### src/rtl/ram_arbiter.sv
// Round-robin arbiter and sequencer for two requesters sharing a single-port,
// synchronous-read RAM. One command in flight; response pulsed back to its owner.
module ram_arbiter #(
  parameter int unsigned N = 4,
  parameter int unsigned M = 32
) (
  input  logic         clk,
  input  logic         rst,
  input  logic         req0_valid,
  output logic         req0_ready,
  input  logic         req0_we,
  input  logic [N-1:0] req0_adr,
  input  logic [M-1:0] req0_din,
  output logic         rsp0_valid,
  output logic [M-1:0] rsp0_dout,
  input  logic         req1_valid,
  output logic         req1_ready,
  input  logic         req1_we,
  input  logic [N-1:0] req1_adr,
  input  logic [M-1:0] req1_din,
  output logic         rsp1_valid,
  output logic [M-1:0] rsp1_dout,
  output logic         ram_we,
  output logic [N-1:0] ram_adr,
  output logic [M-1:0] ram_din,
  input  logic [M-1:0] ram_dout,
  output logic         busy
);

  typedef enum logic [1:0] {
    IDLE   = 2'd0,
    ACCESS = 2'd1,
    RDWAIT = 2'd2,
    RESP   = 2'd3
  } state_t;

  state_t       state_q, state_d;
  logic         last_grant_q, last_grant_d;
  logic         owner_q, owner_d;
  logic         grant_c;
  logic         accept_c;
  logic         ram_we_d;
  logic [N-1:0] ram_adr_d;
  logic [M-1:0] ram_din_d;
  logic         rsp0_valid_d, rsp1_valid_d;
  logic [M-1:0] rsp0_dout_d, rsp1_dout_d;
  logic         busy_d;

  // Grant: a lone requester wins; on contention the one not served last wins.
  always_comb begin
    grant_c = req1_valid;
    if (req0_valid && req1_valid) begin
      grant_c = ~last_grant_q;
    end
    req0_ready = (state_q == IDLE) && !grant_c;
    req1_ready = (state_q == IDLE) && grant_c;
    accept_c   = (req0_valid && req0_ready) || (req1_valid && req1_ready);
  end

  // Next state and next registered outputs.
  always_comb begin
    state_d      = state_q;
    last_grant_d = last_grant_q;
    owner_d      = owner_q;
    ram_we_d     = 1'b0;
    ram_adr_d    = ram_adr;
    ram_din_d    = ram_din;
    rsp0_valid_d = 1'b0;
    rsp1_valid_d = 1'b0;
    rsp0_dout_d  = rsp0_dout;
    rsp1_dout_d  = rsp1_dout;

    case (state_q)
      IDLE: begin
        if (accept_c) begin
          state_d      = ACCESS;
          owner_d      = grant_c;
          last_grant_d = grant_c;
          ram_we_d     = grant_c ? req1_we  : req0_we;
          ram_adr_d    = grant_c ? req1_adr : req0_adr;
          ram_din_d    = grant_c ? req1_din : req0_din;
        end
      end
      ACCESS: begin
        // ram_we still carries the command's write flag during ACCESS
        if (ram_we) begin
          state_d = RESP;
          if (owner_q) begin
            rsp1_valid_d = 1'b1;
            rsp1_dout_d  = '0;
          end else begin
            rsp0_valid_d = 1'b1;
            rsp0_dout_d  = '0;
          end
        end else begin
          state_d = RDWAIT;
        end
      end
      RDWAIT: begin
        state_d = RESP;
        if (owner_q) begin
          rsp1_valid_d = 1'b1;
          rsp1_dout_d  = ram_dout;
        end else begin
          rsp0_valid_d = 1'b1;
          rsp0_dout_d  = ram_dout;
        end
      end
      RESP: begin
        state_d = IDLE;
      end
      default: begin
        state_d = IDLE;
      end
    endcase

    busy_d = (state_d != IDLE);
  end

  always_ff @(posedge clk or posedge rst) begin
    if (rst) begin
      state_q      <= IDLE;
      last_grant_q <= 1'b1;
      owner_q      <= 1'b0;
      ram_we       <= 1'b0;
      ram_adr      <= '0;
      ram_din      <= '0;
      rsp0_valid   <= 1'b0;
      rsp1_valid   <= 1'b0;
      rsp0_dout    <= '0;
      rsp1_dout    <= '0;
      busy         <= 1'b0;
    end else begin
      state_q      <= state_d;
      last_grant_q <= last_grant_d;
      owner_q      <= owner_d;
      ram_we       <= ram_we_d;
      ram_adr      <= ram_adr_d;
      ram_din      <= ram_din_d;
      rsp0_valid   <= rsp0_valid_d;
      rsp1_valid   <= rsp1_valid_d;
      rsp0_dout    <= rsp0_dout_d;
      rsp1_dout    <= rsp1_dout_d;
      busy         <= busy_d;
    end
  end

endmodule

### config.mk
export PLATFORM = sky130hd
export DESIGN_NAME = ram_arbiter
export DESIGN_NICKNAME = d
export VERILOG_FILES = /design/src/rtl/ram_arbiter.sv
export SDC_FILE = /design/constraint.sdc
export NUM_CORES = 1
export LEC_CHECK = 0
export CAP_MARGIN = 20
export CORE_UTILIZATION = 38
export DETAILED_ROUTE_END_ITERATION = 16
export PLACE_DENSITY = 0.8
export SETUP_SLACK_MARGIN = 0.4
export SYNTH_ARGS = -nofsm -noshare
export SYNTH_HDL_FRONTEND = slang
export SYNTH_SLANG_ARGS = --single-unit
### constraint.sdc
create_clock -name clk -period 4.3 [get_ports clk]
set_input_delay 1.29 -clock clk [delete_from_list [all_inputs] [get_ports clk]]
set_output_delay 1.29 -clock clk [all_outputs]
set_load 0.05 [all_outputs]
**After elaboration in Yosys (flattened, before gate mapping)**

Cells that the tools add are included.
W data, S select, Z words.

- Bits in registers: 108
- Input bits: 110
- Output and inout port bits: 106
- Logic and storage cells: 56

- Equality and inequality tests: 8
- Muxes and demuxes: 23
- Bitwise operators: 1
- Reduce and logical (&&, ||, !) cells: 13

Operators by type and width:

| operator | number |
|---|---|
| $mux W32 | 7 |
| $pmux W32 S2 | 2 |
| $ne A2 B2 Y1 const B | 5 |
| $mux W1 | 9 |
| $pmux W2 S4 | 1 |
| $reduce_and A4 Y1 | 2 |
| $logic_and A1 B1 Y1 | 5 |
| $eq A2 B2 Y1 const B | 2 |
| $mux W4 | 1 |
| $pmux W1 S2 | 2 |
| $reduce_bool A2 Y1 | 2 |
| $eq A2 B1 Y1 const B | 1 |
| $logic_not A2 Y1 | 1 |
| $mux W2 | 1 |
| $reduce_and A2 Y1 | 1 |
| $logic_not A1 Y1 | 1 |
| $logic_or A1 B1 Y1 | 1 |
| $not A1 Y1 | 1 |

**Logic depth before layout (Yosys ltp)**

- Depth after elaboration: 9
- Depth in mapped cells: 7
- Depth with buffers taken out: 5

**Worst setup path after synthesis**

No wires, ideal clock.

- Kind: input to output
- From: input req1_valid
- To: output req0_ready
- Arrival: 2.255 ns
- Required time: 3.010 ns
- Setup slack: 0.755 ns
- Cell stages on the path: 4
- Path buffers: 2
- Path through: a21bo_2 -> buf_2 -> buf_2 -> and2_1

- Word-level cells in the longest chain between the ends: 4

RTL lines:

| item | line | text |
|---|---|---|
| from (decl) | 16 | `input logic req1_valid,` |
| $logic_and A1 B1 Y1 | 52 | `if (req0_valid && req1_valid) begin` |
| $mux W1 * | 52 |  |
| $logic_not A1 Y1 * | 55 | `req0_ready = (state_q == IDLE) && !grant_c;` |
| $logic_and A1 B1 Y1 * | 55 |  |
| to (decl) | 10 | `output logic req0_ready,` |

Mark *: on every way between the ends. The rest lies on a longest branch, timed or not.

**Final worst setup path**

Ends and elaborated chain as after synthesis.

==> reports/qor.yml <==
floorplan:
  core_area_um2: 12100
  boundaryPins: 216
  initial_core_util_pct: 39.3
  die_area_um2: 12900
  fp.dieH_um: 114
  die_w_um: 114
  num_rows: 40
logic_synthesis:
  ys_types: 30
  syn_inst: 405
  synth_area_um2: 4740
  synth_edf_count: 0
  synth.avg_cell_area_um2: 11.7
  yosysSeqAreaShare_pct: 57.1
  yosys_warnings: 0
  syn_nets: 519
  synth_top_flop_cell: "dfrtp_1"
  ys_seq_elements: 108
  async_flop_share_pct: 100
timing:
  skew_ns: 0.00748
  slew_violations: 0
  whs_ns: 0.489
  tightest_slew_ns: 0.875
  max_freq_ghz: 0.268
  timing.final.crit_share_pct: 86.6
  finalWorstSetupSlack_ns: 0.575
  tns_ns: 0
  rsz0062_at_grt: "false"
  setup_viol: 0
  finalHoldViolCount: 0
  slew-limit-headroom_pct: 41.5
  period_minus_slack_ns: 3.73
power_and_ir_drop:
  power_leakage_nw: 3.28
  peakVddDrop_mv: 0.451
  p_per_area_nw_per_um2: 814
  p_total_mw: 6.01
layout:
  synthToLayoutAreaGrowth_pct: 55.9
  design_area_um2: 7390
  final_cells: 790
  post-route-util_pct: 61.2
  nNetsFinal: 731
  drive_above_1_share_pct: 15.8
  num_antenna_cells: 0
detailed_routing:
  wirelength_um: 12900
  ant_nets: 0
  dr.pass1.iters: 4
  drc: 0
  wl_per_cell_um: 16.4
  drt_iter0_markers: 209
  via_count: 3874
  vias_per_cell: 4.90
hold_path:
  holdPathStages: 1
  holdCritPathClass: "reg -> reg"
  min_from: "rsp0_dout[31]$_DFFE_PP0P_"
clock_tree:
  cts_setup_buffers: 0
  cts_buffers: 9
  cts_buffer_depth: 2
  clkSinkCount: 108
  cts-hold-fix-buffers: 0
  cts_max_level: 3
  ctsResizeCount: 0
  path_clk_slew_ns: 0.07
  clk_latency_ns: 0.35
  clockRootBuffer: "clkbuf_16"
  cts_tree: "yes"
worst_setup_path:
  reg2regPathDepth: 6
  critPathLaunchType: "input port"
  startpoint: "req1_valid"
  endpoint_kind: "output port"
  worstPathRequired_ns: 3.01
  crit_fanout: 5
  arrival_ns: 2.44
  r2r_start: "state_q[0]$_DFF_PP0_"
  crit_type: "in -> out"
place:
  placed_cell_area_um2: 7090
  dpl.hpwl_um: 9510
  port-buffer-count: 215
  dp.cells: 774
  routabilityCongestion: 0.748
  place_ws_ns: 0.571
run:
  drv_cap: 0
global_route:
  antenna_found_initial: 0
  grt_pass1_wl_um: 20900
  grt_overflow: 0
  grt_use_total_pct: 20.8
  grt_pass1_vias: 4061
  grt_max_degree: 41
status:
  outcome: "finished clean"
-- routing by layer --
layer  share of wire, %  vias up  routed length (um)  track usage (%)
met3                8.6       18                1120             6.11
met5                  0        -                   0                0
li1                   -     1787                   -                -
met4                2.1        0                 272             8.25
met1                 40     1888                5230             25.8
met2                 49      181                6330             34.3
-- worst paths after layout --
| path | to | slack (ns) |
|---|---|---|
| worst max-delay path | req0_ready | 0.57 |
| worst min-delay path | rsp0_dout[31]$_DFFE_PP0P_ | 0.49 |
| worst max register to register | rsp1_dout[30]$_DFFE_PP0P_ | 1.98 |
| worst min register to register | rsp0_dout[31]$_DFFE_PP0P_ | 0.49 |
| max in group asynchronous | last_grant_q$_DFFE_PP1P_ | 2.11 |
| min in group asynchronous | ram_din[14]$_DFFE_PP0P_ | 1.46 |
-- sequential cells by signal, summed over array words and instances (netlist names) --
signal and count:
ram_we 1, rsp0_dout 32, rsp1_valid 1, ram_adr 4, ram_din 32, owner_q 1, busy 1, rsp0_valid 1
rsp1_dout 32, state_q 2, last_grant_q 1
-- cells in the final DEF (no fill, tap or decap), types with 3 or more instances in the layout --
| cell | n |
|---|---|
| clkdlybuf4s50_1 | 213 |
| dfrtp_1 | 107 |
| a21oi_1 | 74 |
| nand2_1 | 39 |
| nor2_1 | 37 |
| and2_1 | 34 |
| mux2_2 | 30 |
| mux2_4 | 30 |
| buf_4 | 10 |
| clkbuf_16 | 9 |
| mux2_1 | 4 |
| ha_1 | 4 |
| clkinv_2 | 3 |
| buf_12 | 3 |
-- kinds of logic after synthesis --
logic type	after synthesis	synth area share (%)
compound gates	84	9.53
fa+ha+maj	4	1.06
buf+inv	28	3.22
flops	108	57.1
mux	65	17.8
simple gates	116	11.3
-- worst max-delay path, cell delays in order --
cell,delay [ns]
clkdlybuf4s50_1,0.55
a21bo_2,0.25
and2_1,0.19
buf_12,0.16
-- final cells by class --
| class | count | area [um^2] |
|---|---|---|
| fillers | 977 | 4670 |
| multi-input cells | 269 | 1890 |
| well taps | 168 | 210 |
| inverters | 3 | 15.0 |
| repair buffers | 226 | 2270 |
| flip-flops and latches | 108 | 2700 |
| clock buffers | 10 | 239 |
| clock inverters | 6 | 62.6 |
-- synth_stat cells (2+ instances only) --
cell type    n  area [um^2]
dfrtp_1    107         2680
a21oi_1     74          370
nand2_1     39          146
nor2_1      37          139
and2_1      34          213
mux2_2      30          338
mux2_4      30          450
buf_2       11         55.1
clkbuf_1     8         30.0
ha_1         4         50.1
mux2_1       4         45.0
buf_4        3         22.5
buf_6        3         33.8
inv_1        3         11.3
a21o_1       2         15.0
a31oi_1      2         12.5
-- power by group --
| part | switching (mW) | internal [mW] | leakage (nW) |
|---|---|---|---|
| Clock | 0.378 | 0.468 | 0.153 |
| Sequential | 0.205 | 1.39 | 1.36 |
| Combinational | 2.19 | 1.38 | 1.78 |
| Total | 2.77 | 3.24 | 3.28 |
No activity file was read; power rests on OpenSTA's default activity.
